===== config.mk =====
export PLATFORM = sky130hd
export DESIGN_NAME = rx_block_packer
export DESIGN_NICKNAME = d
export VERILOG_FILES = /design/src/rtl/aes_pkg.sv /design/src/rtl/block_fifo.sv /design/src/rtl/rx_block_packer.sv
export SDC_FILE = /design/constraint.sdc
export NUM_CORES = 1
export LEC_CHECK = 0
export BUFFER_PORTS_ARGS = -buffer_cell sky130_fd_sc_hd__buf_2
export CAP_MARGIN = 10
export CORE_MARGIN = 2
export CORE_UTILIZATION = 37
export DETAILED_ROUTE_END_ITERATION = 16
export HOLD_SLACK_MARGIN = 0.15
export SETUP_SLACK_MARGIN = 0.2
export SLEW_MARGIN = 20
export SYNTH_ARGS = -nofsm -noshare
export SYNTH_HDL_FRONTEND = slang
export SYNTH_SLANG_ARGS = --single-unit

===== constraint.sdc =====
create_clock -name clk -period 7.6 [get_ports clk]
set_clock_uncertainty 0.2 [all_clocks]
set_input_delay 0.38 -clock clk [delete_from_list [all_inputs] [get_ports clk]]
set_output_delay 0.38 -clock clk [all_outputs]
set_load 0.05 [all_outputs]

===== src/rtl/aes_pkg.sv =====
// Shared types for the AES read-data path: word/block types, packer states,
// and the byte mask applied to a partial final word.
package aes_pkg;

   typedef logic [127:0] block_t;
   typedef logic [31:0]  word_t;

   localparam int WORDS_PER_BLOCK = 4;

   typedef enum logic [1:0] {IDLE, FILL, DRAIN, DONE} packer_state_t;

   // Keeps the upper tail bytes of a big-endian word; tail == 0 means a full word.
   function automatic word_t tail_mask(input logic [1:0] tail);
      word_t m;
      m = '1;
      if (tail != 2'd0) m = ~(32'hFFFF_FFFF >> (8 * tail));
      return m;
   endfunction

endpackage


===== src/rtl/block_fifo.sv =====
// Small power-of-two FIFO of packed blocks plus their last tag.
// The head is read straight from the registered storage and forced to zero when empty.
module block_fifo #(
   parameter int DEPTH = 2,
   parameter int W     = 129,
   localparam int AW   = $clog2(DEPTH),
   localparam int CW   = AW + 1
) (
   input  logic          clk,
   input  logic          rst,
   input  logic          push,
   input  logic [W-1:0]  push_data,
   input  logic          pop,
   output logic          full,
   output logic          empty,
   output logic [CW-1:0] count,
   output logic [W-1:0]  head
);

   logic [W-1:0]  mem_q [DEPTH];
   logic [AW-1:0] wr_ptr_q, rd_ptr_q;
   logic [CW-1:0] count_q;
   logic          do_push, do_pop;

   assign full    = (count_q == CW'(DEPTH));
   assign empty   = (count_q == '0);
   assign count   = count_q;
   assign do_push = push && !full;
   assign do_pop  = pop && !empty;
   assign head    = empty ? '0 : mem_q[rd_ptr_q];

   always_ff @(posedge clk) begin
      if (do_push) mem_q[wr_ptr_q] <= push_data;
   end

   always_ff @(posedge clk) begin
      if (rst) begin
         wr_ptr_q <= '0;
         rd_ptr_q <= '0;
         count_q  <= '0;
      end else begin
         if (do_push) wr_ptr_q <= wr_ptr_q + 1'b1;
         if (do_pop)  rd_ptr_q <= rd_ptr_q + 1'b1;
         case ({do_push, do_pop})
            2'b10:   count_q <= count_q + 1'b1;
            2'b01:   count_q <= count_q - 1'b1;
            default: count_q <= count_q;
         endcase
      end
   end

endmodule


===== src/rtl/rx_block_packer.sv =====
// Packs big-endian 32-bit read words into zero-padded 128-bit blocks for the AES core,
// buffering finished blocks and tagging the final one of each transfer.
module rx_block_packer
   import aes_pkg::*;
#(
   parameter int DEPTH  = 2,
   parameter int WORD_W = 32
) (
   input  logic                clk,
   input  logic                rst,
   input  logic                start,
   input  logic [31:0]         size_bytes,
   input  logic [WORD_W-1:0]   word_in,
   input  logic                word_valid,
   output logic                word_ready,
   output logic [4*WORD_W-1:0] block_out,
   output logic                block_valid,
   input  logic                block_ready,
   output logic                block_last,
   output logic                busy,
   output logic                done
);

   localparam int CW = $clog2(DEPTH) + 1;

   packer_state_t state_q, state_d;

   logic [31:0] nwords_q, nblocks_q, words_q, blocks_q;
   logic [1:0]  tail_q, widx_q;
   word_t       lanes_q [WORDS_PER_BLOCK];

   logic          last_word, commit_pending, accept, push, pop;
   logic          fifo_full, fifo_empty;
   logic [CW-1:0] fifo_count;
   logic [128:0]  fifo_head;
   word_t         word_m;
   block_t        blk;

   assign last_word      = (words_q == nwords_q - 32'd1);
   assign commit_pending = (widx_q == 2'd3) || last_word;
   // Only stall when the completing word would have nowhere to go.
   assign word_ready     = (state_q == FILL) && !(commit_pending && fifo_full);
   assign accept         = word_valid && word_ready;
   assign push           = accept && commit_pending;
   assign pop            = block_valid && block_ready;
   assign word_m         = last_word ? (word_in & tail_mask(tail_q)) : word_in;

   // Earlier lanes come from the partial block, later lanes stay zero.
   always_comb begin
      blk = '0;
      for (int k = 0; k < WORDS_PER_BLOCK; k++) begin
         if (widx_q > 2'(k))       blk[127-32*k -: 32] = lanes_q[k];
         else if (widx_q == 2'(k)) blk[127-32*k -: 32] = word_m;
      end
   end

   block_fifo #(.DEPTH(DEPTH), .W(129)) u_fifo (
      .clk       (clk),
      .rst       (rst),
      .push      (push),
      .push_data ({(blocks_q == nblocks_q - 32'd1), blk}),
      .pop       (pop),
      .full      (fifo_full),
      .empty     (fifo_empty),
      .count     (fifo_count),
      .head      (fifo_head)
   );

   assign block_valid = !fifo_empty;
   assign block_out   = fifo_head[127:0];
   assign block_last  = fifo_head[128];
   assign busy        = (state_q != IDLE);

   always_ff @(posedge clk) begin
      if (rst) state_q <= IDLE;
      else     state_q <= state_d;
   end

   always_comb begin
      state_d = state_q;
      done    = 1'b0;
      case (state_q)
         IDLE:  if (start) state_d = (size_bytes == 32'd0) ? DONE : FILL;
         FILL:  if (accept && last_word) state_d = DRAIN;
         DRAIN: if (pop && block_last) begin
            state_d = IDLE;
            done    = 1'b1;
         end
         DONE: begin
            state_d = IDLE;
            done    = 1'b1;
         end
         default: state_d = IDLE;
      endcase
   end

   always_ff @(posedge clk) begin
      if (rst) begin
         nwords_q  <= '0;
         nblocks_q <= '0;
         words_q   <= '0;
         blocks_q  <= '0;
         tail_q    <= '0;
         widx_q    <= '0;
         for (int k = 0; k < WORDS_PER_BLOCK; k++) lanes_q[k] <= '0;
      end else begin
         if (state_q == IDLE && start) begin
            nwords_q  <= (size_bytes + 32'd3) >> 2;
            nblocks_q <= (size_bytes + 32'd15) >> 4;
            tail_q    <= size_bytes[1:0];
            words_q   <= '0;
            blocks_q  <= '0;
            widx_q    <= '0;
         end
         if (accept) begin
            lanes_q[widx_q] <= word_m;
            words_q         <= words_q + 32'd1;
            widx_q          <= widx_q + 2'd1;
         end
         if (push) blocks_q <= blocks_q + 32'd1;
      end
   end

   logic unused_ok;
   assign unused_ok = ^fifo_count;

endmodule


==> flow_summary.ini, run 1 <==
[cts]
cts_sinks = 487
cts_buffers = 53
cts_resized = 0
clockBufferDepth = 3
path_clk_slew_ps = 60
h-tree-depth = 2
cts_tree = yes
clock_latency_ps = 610
post_cts_buffers = 0
root_buffer = clkbuf_16

[layout]
stdcell_count = 3343
layout.nets = 2514
nFillCells = 6168
syn2layout_area_growth_pct = 16.63
drive_gt1_share_pct = 15.74

[pwr]
p_per_area_nw_per_um2 = 205.3
vdd_drop_max_mv = 0.1599
p_leak_nw = 10.35

[worst_setup_path]
path_depth = 10
critPathSlowestCell = nor4_2
crit_arrival_ps = 4900
worstReg2RegEnd = u_fifo.mem_q[0][72]$_DFFE_PP_
crit_type = reg -> out
cp-end-kind = output port
cp_top_family = simple AND/OR/NAND/NOR gates
required_ps = 7020
crit_fanout = 48
max_stage_delay_ps = 690
start_kind = flop
critical_path.cell_chain = nor4_2 -> nand4_1 -> or3_1 -> mux2_2 -> a31oi_2 -> nor4b_4 -> a21o_1 -> buf_4 -> a21boi_0 -> buf_2
r2r_slack_ps = 2260
rr_startpoint = nwords_q[4]$_SDFFE_PP0P_
crit_end = word_ready
r2r_cells = 11
crit_start = nwords_q[4]$_SDFFE_PP0P_
path_buf_inv = 2

[sta]
rsz0062_at_grt = false
final_hold_viol_count = 0
fmax_mhz = 182.5
relSlewSlack_pct = 26.79
fin_crit_ps = 5480
final_max_slew_viol_count = 0
fin_crit_sh_pct = 72.10
tns_ps = 0
setup_viol = 0
tightest_slew_ps = 1095
timing.final.ws_setup_ps = 2120

[yosys]
synth-edff-count = 354
synth_warnings = 0
async_reset_ff_share_pct = 0
ys_types = 83
synthFlopType = edfxtp_1
syn_inst = 2250
seq_area_frac_synth_pct = 54.13
synthesis.nets = 2330
syn_area_per_cell_um2 = 10.91
ys_ff_latch = 487
syn_area_um2 = 24560

[floorplan]
die_area_um2 = 68450
ios = 202
num_rows = 94
fp.coreArea_um2 = 65750
initial_core_util_pct = 37.35
die_h_um = 261.6
die-width_um = 261.6

[placement]
place_ws_ps = 2264
placedCellCount = 3165
io_buffers = 201
gp_routability_congestion = 0.9026
dp_hpwl_um = 44210

[global_routing]
grt_pass1_vias = 17800
antenna_found_initial = 1
grt.busiest_layer = met2
track_usage_pct = 19.25
grt_max_degree = 130
globalRouteMet2Util_pct = 31.57
grt.met1_usage_pct = 26.85
grt_pass1_wl_um = 103300
grt_use_met3_pct = 2.054
grt_overflow = 0

[routing]
drtIter0Drc = 1220
via_per_inst = 5.525
wire_per_inst_um = 20.17
route.detailed.drc = 0
wl_um = 67440
ant_nets = 0
vias = 18470
firstDrtPassIters = 5

[run_status]
run_status = complete, no violations

[worst_hold_path]
hold_path_class = reg -> reg

[run]
cap_viol_max_count = 0
-- layer usage --
metal | vias up | part of all wire (%)
li1 | 8778 | -
met1 | 9064 | 45
met2 | 542 | 47
met3 | 85 | 5.3
met4 | 0 | 2.4
met5 | - | 0
-- cell families (layout without fill, tap and decap cells) --
kind of cell / count (synthesis) / count (layout) / synth area share (%)
buffers and inverters: 192 / 419 / 3.128
other: 0 / 2 / 0
and+or+nand+nor: 919 / 919 / 19.96
xor gates and xnor gates: 116 / 116 / 4.137
DFF: 487 / 487 / 54.13
AOI/OAI and AO/OA: 332 / 332 / 10.04
adders and majority gates: 11 / 11 / 0.5605
muxes: 193 / 193 / 8.040
-- worst register-to-register path, cell delays in order, from the launching register on --
cell and delay [ps]:
dfxtp_1 410, nor4_2 690, nand4_1 410, or3_1 490, mux2_2 250, a31oi_2 120, nor4b_4 440, a21oi_2 100
buf_4 280, or3_1 450, inv_4 700, buf_12 420
-- per-stage QoR --
stage | utilization, % | hold slack [ps] | cell area (um2) | total power, mW
final | 43.56 | 285.4 | 28640 | 5.879
after global routing | 43.55 | 303.6 | 28630 | 6.089
after CTS | 43.54 | 281.3 | 28630 | 5.930
after detailed placement | 39.89 | 272.8 | 26230 | 3.493
after global placement | 39.89 | 250.6 | 26230 | 3.483
after floorplan | - | 236.3 | 24560 | 3.334
-- cells in the mapped netlist, types with 19 or more instances --
cell	n	area share, %
nor2b_1	32	0.82
a22o_1	48	1.7
nor4_1	33	0.84
or2_2	23	0.59
mux2_2	34	1.6
clkbuf_1	139	2.1
and4_1	71	2.5
nand4_1	34	0.87
nand2_1	144	2.2
o211ai_1	19	0.58
o21ai_0	53	1.1
nor2_1	257	3.9
mux2i_1	159	6.5
dfxtp_1	133	11
xor2_1	54	1.9
or3_1	35	0.89
xnor2_1	62	2.2
and2_1	78	2.0
nor3_1	42	0.86
a21oi_1	32	0.65
a211oi_1	58	1.8
nand3_1	58	1.2
edfxtp_1	354	43
and3_1	54	1.4
-- layout make-up --
class,instances,area (um2),area share (%)
flip-flops and latches,487,13300,46.43
multi-input cells,1571,10560,36.88
repair buffers,302,1999,6.982
clock buffers,69,1421,4.963
well taps,864,1081,3.775
clock inverters,29,198.9,0.6947
inverters,19,73.82,0.2578
diodes,2,5.005,0.01748
-- flip-flops by register name, indices dropped and copies added, names as in the netlist, 2 cells and up, named ones only --
register      cells
widx_q            2
blocks_q         32
lanes_q          96
state_q           2
u_fifo.count      2
nwords_q         30
words_q          32
u_fifo.mem_q    258
tail_q            2
nblocks_q        28
-- repair_timing --
item,CTS,global route
endpoints found under the hold margin,271,0
setup endpoints to repair,0,0
hold buffers,78,0
-- cell usage in the layout (no fill, tap or decap), types with 62 or more instances in the layout --
cell type	n
nor2_1	253
and2_1	78
and4_1	71
dlygate4sd3_1	78
buf_2	200
edfxtp_1	354
mux2i_1	159
xnor2_1	62
dfxtp_1	132
nand2_1	144
-- how the worst min path moves through the flow --
stage / from / endpoint / cells past startpoint
after global placement: tail_q[1]$_SDFFE_PP0P_ / tail_q[1]$_SDFFE_PP0P_ / 2
final: words_q[31]$_SDFFE_PP0P_ / words_q[31]$_SDFFE_PP0P_ / 2
after global routing: words_q[31]$_SDFFE_PP0P_ / words_q[31]$_SDFFE_PP0P_ / 2
after detailed placement: nblocks_q[12]$_SDFFE_PP0P_ / nblocks_q[12]$_SDFFE_PP0P_ / 2
after floorplan: tail_q[1]$_SDFFE_PP0P_ / tail_q[1]$_SDFFE_PP0P_ / 2
after CTS: nblocks_q[12]$_SDFFE_PP0P_ / nblocks_q[12]$_SDFFE_PP0P_ / 2
-- report_power, final --
| part | internal, mW | switching [mW] | leakage (nW) |
|---|---|---|---|
| Sequential | 2.89 | 0.0540 | 4.51 |
| Combinational | 0.207 | 0.318 | 5.03 |
| Clock | 1.36 | 1.05 | 0.803 |
(Power assumes the default switching activity.)
==> run 2, diff against run 1 <==
- ABC_AREA: not set -> 1
- clock period: 7.6 -> 5.5 ns (I/O delays scaled with it)
==> run 2 against run 1 <==
Sequential power rose by 39%. Register-to-register slack got worse by 1300 ps. Final area is 1.5% higher. Hold slack worse by 30 ps. Via count increased by 11%. Die area increased by 0.41%. Cell count rose by 21%. Count of clock-buffer cells in the layout shrank 3.
==> flow_summary.ini, run 2 <==
[pwr]
p_seq_share_pct = 47.5
p_leak_nw = 11.90
netSwitchingPower_mw = 2.280
swShare_pct = 26.44
total_power_mw = 8.624
vdd_drop_max_mv = 0.1606
internal_power_mw = 6.343
clkPwrFrac_pct = 40.8
power_frac_comb_pct = 11.7
p_per_area_nw_per_um2 = 296.8

[yosys]
synthFlopType = edfxtp_1
ys_top_cells_by_count = nand2_1, edfxtp_1, nor2_1
ys_ff_latch = 487
async_reset_ff_share_pct = 0
synthesis.nets = 2990
synth-edff-count = 354
ys_types = 52
yosysTopAreaCellShare_pct = 43.11
syn_area_um2 = 24660
synthTopCellsByArea = edfxtp_1, nand2_1, dfxtp_1
syn_area_per_cell_um2 = 8.473
synth_warnings = 0
yosysMostFrequentCell = nand2_1
seq_area_frac_synth_pct = 53.91
synth_top_cell_by_area = edfxtp_1
syn_inst = 2910

[global_routing]
grt_overflow = 0
grt_max_degree = 130
antenna_found_initial = 1
track_usage_pct = 20.52
grt_pass1_wl_um = 109600
grt_pass1_vias = 19300

[placement]
place_ws_ps = 990.7
placedCellCount = 3862
io_buffers = 201
dp_hpwl_um = 48270
postPlaceCellArea_um2 = 26410
gp_routability_congestion = 0.9629

[cts]
path_clk_slew_ps = 60
post_cts_buffers = 0
hold_buffers = 92
h-tree-depth = 2
clockBufferDepth = 3
cts_buffers = 53
cts_tree = yes
root_buffer = clkbuf_16
clock_latency_ps = 620
cts_resized = 0
cts_sinks = 487

[floorplan]
initial_core_util_pct = 37.44
die-width_um = 262.2
fp.coreArea_um2 = 65860
die_area_um2 = 68720
num_rows = 94
ios = 202
die_h_um = 262.2

[layout]
largest_reg_flops = 258
final_cell_area_um2 = 29060
stdcell_count = 4054
layout_commonest_cell = nand2_1
regMostFlops = u_fifo.mem_q
syn2layout_area_growth_pct = 17.84
top_regs = u_fifo.mem_q x258, lanes_q x96
fin_util_pct = 44.12
antenna_cells = 0
drive_gt1_share_pct = 12.51
nFillCells = 6556
layout.nets = 3225
layout_common_cells = nand2_1, edfxtp_1, nor2_1, inv_1, a21oi_1

[routing]
firstDrtPassIters = 6
drtIter0Drc = 1751
route.detailed.drc = 0
wl_um = 71500
vias = 20470
ant_nets = 0
via_per_inst = 5.050
wire_per_inst_um = 17.64

[worst_setup_path]
crit_type = reg -> reg
cp-end-kind = flop
crit_arrival_ps = 4620
start_kind = flop
required_ps = 5630
crit_fanout = 33

[sta]
timing.final.ws_setup_ps = 1004
rsz0062_at_grt = false
whs_ps = 255.3
fmax_mhz = 222.4
final_max_slew_viol_count = 0
final_hold_viol_count = 0
fin_crit_sh_pct = 81.75
relSlewSlack_pct = 25.99
tightest_slew_ps = 1109
tns_ps = 0
setup_viol = 0
fin_crit_ps = 4496

[run]
cap_viol_max_count = 0

[run_status]
run_status = complete, no violations

[worst_hold_path]
hold_path_class = reg -> reg
[run 2: cell types whose count changed after synthesis, moves of 82 or more]
cell     before  now
a21oi_1      32  219
inv_1        18  257
mux2i_1     159    0
nand2_1     144  794
nand3_1      58  181
nor2_1      257  339
[run 2: logic make-up (layout without fill, tap and decap cells)]
| family | Yosys count | after routing | share of synthesized area (%) |
|---|---|---|---|
| flops | 487 | 487 | 53.91 |
| fa+ha+maj | 11 | 11 | 0.5582 |
| xor+xnor | 136 | 136 | 4.831 |
| buf+inv | 408 | 688 | 6.729 |
| simple gates | 1488 | 1488 | 25.66 |
| compound gates | 380 | 380 | 8.312 |
[run 2: power by group through the flow]
stage	sequential (mW)	clock [mW]	combinational [mW]
after floorplan	4.15	0	0.675
after global placement	4.17	0	0.939
after detailed placement	4.17	0	0.938
after CTS	4.09	3.59	1.00
after global routing	4.10	3.73	1.13
final	4.09	3.52	1.01
[run 2: path summary, 6_finish.rpt]
path                                start                            to  depth (start not counted)  slack (ps)
min          u_fifo.rd_ptr_q$_SDFFE_PP0P_  u_fifo.rd_ptr_q$_SDFFE_PP0P_                          1         260
min reg2reg  u_fifo.rd_ptr_q$_SDFFE_PP0P_  u_fifo.rd_ptr_q$_SDFFE_PP0P_                          1         260
max reg2reg      nwords_q[2]$_SDFFE_PP0P_  lanes_q[2][14]$_SDFFCE_PN0P_                         18        1000
max              nwords_q[2]$_SDFFE_PP0P_  lanes_q[2][14]$_SDFFCE_PN0P_                         18        1000
[run 2: worst max-delay path, cell delays in order (launching register included)]
cell	delay, ps
dfxtp_1	360
nor2_1	130
nand2_2	100
nor2_2	460
nand2_1	220
nor3_1	220
nor2_1	90
nand2_1	60
nor2_1	40
nand2_1	70
nor2_2	60
nand2_2	110
nand2_4	80
nand2_4	90
nand3_4	230
nor2_8	260
nand3_4	390
nand2_1	730
buf_12	260
[run 2: cell type report]
class,instances,area (um2),share of cell area [%]
clock buffer,66,1425,4.905
clock inverter,34,304.0,1.046
timing repair buffer,324,2210,7.605
multi-input combinational,2015,9741,33.52
tap,864,1081,3.720
inverter,264,999.7,3.441
sequential,487,13300,45.76
[run 2: layer usage]
layer  vias to the layer above  wire, um  global-route usage, %
met1                      9614     32580                  29.14
li1                      10080         -                      -
met2                       667     32670                  32.81
met5                         -         0                      0
met3                       115      4619                  2.749
met4                         0      1635                  5.807
